<file path="src/rtl/upsample2x.sv">
// 2x spatial upsampler: streams a CHANNELS x IN_SIZE x IN_SIZE map from a source BRAM
// and writes each sample as a 2x2 block into a destination BRAM (replicate or zero-fill).
module upsample2x #(
    parameter int DATA_WIDTH = 16,
    parameter int CHANNELS   = 8,
    parameter int IN_SIZE    = 14,
    parameter int ZERO_FILL  = 0,
    localparam int OUT_SIZE  = 2 * IN_SIZE,
    localparam int SA_W      = $clog2(CHANNELS * IN_SIZE * IN_SIZE),
    localparam int DA_W      = $clog2(CHANNELS * OUT_SIZE * OUT_SIZE)
) (
    input  logic                         clk,
    input  logic                         reset,
    input  logic                         start,
    output logic [SA_W-1:0]              src_addr,
    output logic                         src_en,
    input  logic signed [DATA_WIDTH-1:0] src_q,
    output logic [DA_W-1:0]              dst_addr,
    output logic                         dst_en,
    output logic                         dst_we,
    output logic signed [DATA_WIDTH-1:0] dst_d,
    output logic                         busy,
    output logic                         done
);
    localparam logic [2:0] IDLE   = 3'd0;
    localparam logic [2:0] RD     = 3'd1;
    localparam logic [2:0] CAP    = 3'd2;
    localparam logic [2:0] W0     = 3'd3;
    localparam logic [2:0] W1     = 3'd4;
    localparam logic [2:0] W2     = 3'd5;
    localparam logic [2:0] W3     = 3'd6;
    localparam logic [2:0] FINISH = 3'd7;

    localparam logic [15:0] CH_LAST = 16'(CHANNELS - 1);
    localparam logic [15:0] RC_LAST = 16'(IN_SIZE - 1);

    logic [2:0]                   state;
    logic [15:0]                  ch, r, q;
    logic signed [DATA_WIDTH-1:0] hold;
    logic                         rd_pend;
    logic [31:0]                  base;
    logic                         last;
    logic signed [DATA_WIDTH-1:0] fill;

    // Destination index of the top-left corner of the current 2x2 block.
    always_comb begin
        base = (32'(ch) * 32'(OUT_SIZE) + 32'(r) * 32'd2) * 32'(OUT_SIZE) + 32'(q) * 32'd2;
        last = (ch == CH_LAST) && (r == RC_LAST) && (q == RC_LAST);
        fill = (ZERO_FILL != 0) ? '0 : hold;
    end

    assign busy = (state != IDLE);

    always_ff @(posedge clk) begin
        if (reset) begin
            state    <= IDLE;
            ch       <= '0;
            r        <= '0;
            q        <= '0;
            hold     <= '0;
            rd_pend  <= 1'b0;
            src_addr <= '0;
            src_en   <= 1'b0;
            dst_addr <= '0;
            dst_en   <= 1'b0;
            dst_we   <= 1'b0;
            dst_d    <= '0;
            done     <= 1'b0;
        end else begin
            src_en  <= 1'b0;
            dst_en  <= 1'b0;
            dst_we  <= 1'b0;
            done    <= 1'b0;
            // Read data lands one cycle after each read; the prefetch issued in W3
            // therefore arrives during W0 and is forwarded straight to dst_d there.
            rd_pend <= src_en;
            if (rd_pend)
                hold <= src_q;
            case (state)
                IDLE: if (start) begin
                    ch       <= '0;
                    r        <= '0;
                    q        <= '0;
                    src_addr <= '0;
                    src_en   <= 1'b1;
                    state    <= RD;
                end
                RD:  state <= CAP;
                CAP: state <= W0;
                W0: begin
                    dst_en   <= 1'b1;
                    dst_we   <= 1'b1;
                    dst_addr <= DA_W'(base);
                    dst_d    <= rd_pend ? src_q : hold;
                    state    <= W1;
                end
                W1: begin
                    dst_en   <= 1'b1;
                    dst_we   <= 1'b1;
                    dst_addr <= DA_W'(base + 32'd1);
                    dst_d    <= fill;
                    state    <= W2;
                end
                W2: begin
                    dst_en   <= 1'b1;
                    dst_we   <= 1'b1;
                    dst_addr <= DA_W'(base + 32'(OUT_SIZE));
                    dst_d    <= fill;
                    state    <= W3;
                end
                W3: begin
                    dst_en   <= 1'b1;
                    dst_we   <= 1'b1;
                    dst_addr <= DA_W'(base + 32'(OUT_SIZE) + 32'd1);
                    dst_d    <= fill;
                    if (last) begin
                        state <= FINISH;
                    end else begin
                        if (q == RC_LAST) begin
                            q <= '0;
                            if (r == RC_LAST) begin
                                r  <= '0;
                                ch <= ch + 16'd1;
                            end else begin
                                r <= r + 16'd1;
                            end
                        end else begin
                            q <= q + 16'd1;
                        end
                        src_addr <= src_addr + SA_W'(1);
                        src_en   <= 1'b1;
                        state    <= CAP;
                    end
                end
                FINISH: begin
                    done  <= 1'b1;
                    state <= IDLE;
                end
                default: state <= IDLE;
            endcase
        end
    end
endmodule
</file>
<file path="config.mk">
export PLATFORM = sky130hd
export DESIGN_NAME = upsample2x
export DESIGN_NICKNAME = d
export VERILOG_FILES = /design/src/rtl/upsample2x.sv
export SDC_FILE = /design/constraint.sdc
export NUM_CORES = 1
export LEC_CHECK = 0
export CORE_MARGIN = 1
export CORE_UTILIZATION = 54
export CTS_BUF_LIST = sky130_fd_sc_hd__clkbuf_8
export CTS_CLUSTER_DIAMETER = 120
export CTS_CLUSTER_SIZE = 28
export DETAILED_ROUTE_END_ITERATION = 8
export GPL_TIMING_DRIVEN = 0
export PLACE_DENSITY = 0.79
export SYNTH_ARGS = -nofsm -noshare
export SYNTH_HDL_FRONTEND = slang
export SYNTH_SLANG_ARGS = --single-unit
</file>
<file path="constraint.sdc">
create_clock -name clk -period 5.3 [get_ports clk]
set_input_delay 1.06 -clock clk [delete_from_list [all_inputs] [get_ports clk]]
set_output_delay 1.06 -clock clk [all_outputs]
set_load 0.02 [all_outputs]
</file>
Yosys cells after proc, flatten, opt, wreduce, memory -nomap -nowiden
Index checks and enable logic that the tools add are counted.

word-level totals
  bits in registers = 111

operators by class
  add/subtract/negate cells = 9
  multiply operators = 2
  equal/unequal tests = 14
  multiplexer cells = 26
  reduce and logical (&&, ||, !) cells = 12

operators by type and width
  kind                                                                     count
  16-bit two-way mux                                                       10
  16-bit case mux with 2 select lines                                      4
  13-bit case mux with 4 select lines                                      1
  16-bit by 1-bit adder with 16-bit output (second input constant)         3
  16-bit by 4-bit equality test with 1-bit output (second input constant)  2
  13-bit by 1-bit adder with 13-bit output (second input constant)         2
  3-bit case mux with 8 select lines                                       1
  21-bit by 17-bit adder with 22-bit output                                1
  22-bit by 3-bit multiplier with 11-bit output (second input constant)    1
  11-bit two-way mux                                                       2
  11-bit case mux with 2 select lines                                      1
  16-bit by 3-bit multiplier with 19-bit output (second input constant)    1
  16-bit by 3-bit equality test with 1-bit output (second input constant)  1
  13-bit adder                                                             1
  13-bit by 5-bit adder with 13-bit output (second input constant)         1
  3-bit equality test (second input constant)                              4
  11-bit by 1-bit adder with 11-bit output (second input constant)         1
  2-bit inequality test (second input constant)                            4
  3-bit by 2-bit equality test with 1-bit output (second input constant)   2
  3-bit two-way mux                                                        2
  5-bit AND reduction                                                      1
  1-bit two-way mux                                                        4
  4-bit AND reduction                                                      1
  2-bit nonzero test                                                       2
  other kinds (9)                                                          10

Longest topological paths before layout
  word-level depth = 7
  gate-level depth with buffers = 23
  depth with buffers taken out = 23

Least setup slack after synthesis
No wires, ideal clock.

  path type = reg2reg
  start = register ch[2]
  end = register dst_addr[12]
  data arrival time = 5.253 ns
  data required time = 5.164 ns
  setup slack = -0.089 ns
  cell stages (with the launch flop) = 24
  path buffers = 0
  clock period less this slack = 5.389 ns
  cell sequence = dfxtp_1 > fa_1 > ha_1 > fa_1 > xor2_1 > ha_1 > o21a_1 > o31a_1 > a21oi_1 > inv_1 > fa_1 > inv_1 > ha_1 > a21oi_1 > xnor2_1 > ha_1 > o21a_1 > o31a_1 > o21ai_0 > nor3b_1 > o31a_1 > a211oi_2 > xnor2_1 > a211oi_2

between the ends
  cells in the longest elaborated chain, start to end = 7
  elaborated cells on any way between the ends = 8
  classes of those cells = add/sub: 5; mul: 2; mux: 1

RTL lines
  element                                            RTL line  source
  start: declaration                                 38        logic [15:0] ch, r, q;
  start signal: assignment                           123       ch <= ch + 16'd1;
  16-bit by 3-bit multiplier with 19-bit output (*)  47        base = (32'(ch) * 32'(OUT_SIZE) + 32'(r) * 32'd2) * 32'(OUT_SIZE) + 32'(q) * 32'd2;
  21-bit by 17-bit adder with 22-bit output (*)      47
  22-bit by 3-bit multiplier with 11-bit output (*)  47
  13-bit adder (*)                                   47
  13-bit by 5-bit adder with 13-bit output           107, 114
  13-bit by 1-bit adder with 13-bit output           114       dst_addr <= DA_W'(base + 32'(OUT_SIZE) + 32'd1);
  13-bit case mux with 4 select lines (*)            79        case (state)
  end signal: assignment                             93        dst_addr <= DA_W'(base);
  end signal: assignment                             107       dst_addr <= DA_W'(base + 32'(OUT_SIZE));
  end signal: assignment                             114
  end: declaration                                   18        output logic [DA_W-1:0] dst_addr,

Every way passes the cells marked *; elsewhere a longest branch is shown, timed or not.
A chain may end at the register's enable or synchronous reset.

Worst setup path after layout
Ends and elaborated chain as after synthesis.

==> qor.csv <==
stage;metric;value;unit
sta;worst_slack;-0.0225;ns
sta;slew_headroom;46.6;%
setup_path;critPathMostFrequentCell;o31a_1;
detailed_routing;ant_nets;0;
placed_design;placed_area;0.00743;mm²
setup_path;reg2regPathDepth;23;
sta;fin_skew;0.00829;ns
setup_path;crit_arrival;5.59;ns
run_status;status;complete, but fails checks;
yosys;synth_compound_area_share;12.7;%
setup_path;critPathMaxStageDelay;0.50;ns
setup_path;worst_setup_path_end_kind;flop;
setup_path;crit_end;dst_addr[12];
yosys;synth_most_common_cell;nor2_1;
cells_and_area;area_growth;20.0;%
cells_and_area;fin_nets;926;
power;p_comb_share;15.8;%
global_routing;grt_util_all_layers;23.3;%
yosys;yosys.area.top_type_share;33.6;%
min_path;hp-class;flop to flop;
yosys;synthesis.nets;835;
run_status;violations;setup timing;
clock_tree;cts_tree;done;
power;p_clk_share;29.1;%
yosys;synth_commonest_cells;128 x nor2_1, 111 x dfxtp_1, 47 x ha_1;
sta;slew_viol_final;0;
global_routing;grt_pass1_wl;23900;µm
cells_and_area;nFillCells;965;
clock_tree;numCtsBuffers;9;
clock_tree;clkLatencyLatePin;0.39;ns
detailed_routing;drt_iter0_drc;265;
yosys;synth_top_family_by_area;simple AND/OR/NAND/NOR gates;
flow_run;drv_cap;0;
setup_path;crit_path_max_fanout;7;
sta;hold_violations;0;
power;seqPwrFrac;55.1;%
detailed_routing;wl;14600;µm
yosys;avgSynthCellArea;8.79;µm²
setup_path;reg2reg_slack;-0.02;ns
yosys;async_flop_share;0;%
placed_design;dp_hpwl;10800;µm
cells_and_area;post-route-util;66.3;%
clock_tree;clock-sinks;111;
placed_design;io_buffers;63;
clock_tree;clkTransAtPathRegs;0.09;ns
placed_design;gp_congestion;0.802;
min_path;worstHoldPathCells;1;
detailed_routing;post_drt_via_cell_ratio;5.54;
clock_tree;postCtsHoldBufs;0;
yosys;synth-main-ff-cell;dfxtp_1;
yosys;synth-xor-area-share;11.1;%
yosys;synth_edf_count;0;
floorplan;initial_utilization;55.3;%
setup_path;crit_start;ch[2];
power;p_leak;3.07;nW
cells_and_area;fin_area;0.00793;mm²
global_routing;grt_max_degree;17;
yosys;yosys.area.top_type;dfxtp_1;
yosys;synthTopCellsByArea;dfxtp_1 34%, ha_1 8.9%, nor2_1 7.3%;
clock_tree;clockBufferDepth;2;
sta;max_freq;188;MHz
floorplan;core_area;0.0120;mm²
setup_path;required;5.57;ns
global_routing;grt_pass1_vias;5343;
min_path;min-delay-start;src_en;
floorplan;row_count;40;
setup_path;reg2reg_to;dst_addr[12];
detailed_routing;drc_errors;0;
cells_and_area;diodes;0;
setup_path;slowest_stage;fa_1;
setup_path;start_kind;flop;
clock_tree;root_buffer;clkbuf_8;
sta;setup_viol_count_final;1;
yosys;synth.distinct_cells;56;
cells_and_area;drive_above_1_share;10.6;%
yosys;synth_area;0.00661;mm²
sta;rsz0062_at_grt;true;
floorplan;die_area;0.0127;mm²
yosys;ys_ff_latch;111;
floorplan;die_y;113;µm
sta;worst_pin_slew;0.795;ns
yosys;synth_fa_ha_area_share;14.0;%
global_routing;grt.overflow.total;0;
power;intPower;0.00116;W
detailed_routing;first_pass_iters;6;
yosys;yosysWarnings;0;
sta;post-route-min-period;5.32;ns
floorplan;io_pins;64;
global_routing;antenna_found_initial;0;
yosys;seq_area_frac_synth;33.6;%
sta;period_share;100;%
yosys;syn-instance-count;752;
clock_tree;clock_tree.htree_level_count;3;
detailed_routing;vias;5508;
power;switching_share;27.5;%
yosys;synthMuxAreaShare;4.54;%
floorplan;die_x;113;µm
power;vdd_drop_max;0.000184;V
power;p_switching;0.000441;W
setup_path;path_cells;fa_1, ha_2, fa_2, xor2_1, ha_1, o21a_1, o31a_1, a21oi_2, inv_1, fa_1, inv_2, ha_4, a21oi_4, xnor2_2, ha_1, o21a_1, o31a_1, a21oi_2, nand3_2, o31a_1, a211oi_2, xnor2_1, a211oi_2;
setup_path;r2r-start;ch[2];
yosys;synth-simple-area-share;20.0;%
detailed_routing;routedWlPerCell;14.7;µm
setup_path;path_class;flop to flop;
power;power.density;202;mW/mm²
routing by layer:
metal  wire, µm  track usage (%)
met1       6260             27.5
met2       7530             42.2
met3        540             4.48
met4        265             7.82
met5          0                0
state kept, by name (all words and copies together) (netlist names):
| name | flops |
|---|---|
| dst_d | 16 |
| dst_we | 1 |
| done | 1 |
| rd_pend | 1 |
| dst_addr | 13 |
| q | 16 |
| r | 16 |
| ch | 16 |
| fill | 16 |
| src_en | 1 |
| src_addr | 11 |
| state | 3 |
power groups by stage:
stage | logic [W] | registers (W) | clock network, W
finish | 0.000254 | 0.000884 | 0.000467
detailed placement | 0.000253 | 0.000905 | 0
global route | 0.000279 | 0.000889 | 0.000513
floorplan | 0.000136 | 0.000925 | 0
global placement | 0.000247 | 0.000903 | 0
CTS | 0.000255 | 0.000885 | 0.000479
cells in the final DEF, fill, tap and decap left out, types with 4 or more instances in the layout:
cell / Yosys / routed
a211oi_1: 30 / 30
ha_4: 0 / 4
nor2_1: 128 / 128
a21o_1: 5 / 5
a21oi_2: 2 / 7
fa_1: 17 / 16
nor2b_1: 10 / 9
o21bai_1: 5 / 5
mux2i_1: 30 / 30
nand4_1: 12 / 12
or2_2: 4 / 4
and2_1: 5 / 5
ha_1: 47 / 41
buf_4: 3 / 20
and3_1: 6 / 6
clkdlybuf4s50_1: 0 / 63
nand2_1: 45 / 45
clkbuf_1: 22 / 22
or3_1: 11 / 11
buf_1: 4 / 4
nand3_1: 17 / 17
xor2_1: 34 / 34
o21ai_0: 24 / 21
clkbuf_8: 0 / 11
a21oi_1: 36 / 29
nand3_2: 4 / 4
o31a_1: 5 / 5
xnor2_1: 45 / 40
dfxtp_1: 111 / 107
inv_1: 35 / 35
o21a_1: 7 / 7
nor3_1: 9 / 9
cell type report:
type,instances,area [µm²],share of cell area [%]
Multi-Input combinational cell,575,4310,54.4
Sequential cell,111,2230,28.2
Timing Repair Buffer,80,758,9.56
Tap cell,147,184,2.32
Clock buffer,11,151,1.91
Buffer,31,136,1.72
Inverter,35,131,1.66
Clock inverter,4,23.8,0.300
cell families after synthesis:
family / count (synthesis)
flip-flops: 111
adder cells (fa/ha/maj): 64
XOR/XNOR: 81
buffers and inverters: 66
AND/OR/NAND/NOR: 273
AO/OA/AOI/OAI: 127
multiplexers: 30
critical path, delay by kind of cell (launching register included):
kind,cells,cell delay (ns)
AO/OA/AOI/OAI,10,1.63
XOR/XNOR,3,0.42
adder cells (fa/ha/maj),7,2.49
buffers and inverters,2,0.12
flip-flops,1,0.39
AND/OR/NAND/NOR,1,0.13
through the flow:
step / total power, W / setup TNS [ns] / std cells / hold slack, ns / worst slack, ns
CTS: 0.00162 / 0 / 981 / 0.494 / 0.00162
finish: 0.00161 / -0.0225 / 994 / 0.487 / -0.0225
global route: 0.00168 / -0.288 / 994 / 0.509 / -0.215
global placement: 0.00115 / -0.537 / 962 / 0.473 / -0.359
floorplan: 0.00106 / 0 / 752 / 0.460 / 0.0206
detailed placement: 0.00116 / -0.809 / 962 / 0.480 / -0.442
how the worst min path moves through the flow:
stage | slack, ns | endpoint
after floorplan | 0.46 | fill[0]
after global placement | 0.47 | fill[3]
after detailed placement | 0.48 | fill[13]
after CTS | 0.49 | rd_pend
after global routing | 0.51 | rd_pend
final | 0.49 | rd_pend
what timing repair did:
action / CTS / global route
pin swaps: 3 / 22
setup buffers: 4 / 13
endpoints found under the setup margin: 3 / 3
cloned: 0 / 0
resized for setup: 14 / 25
(Power assumes the default switching activity.)
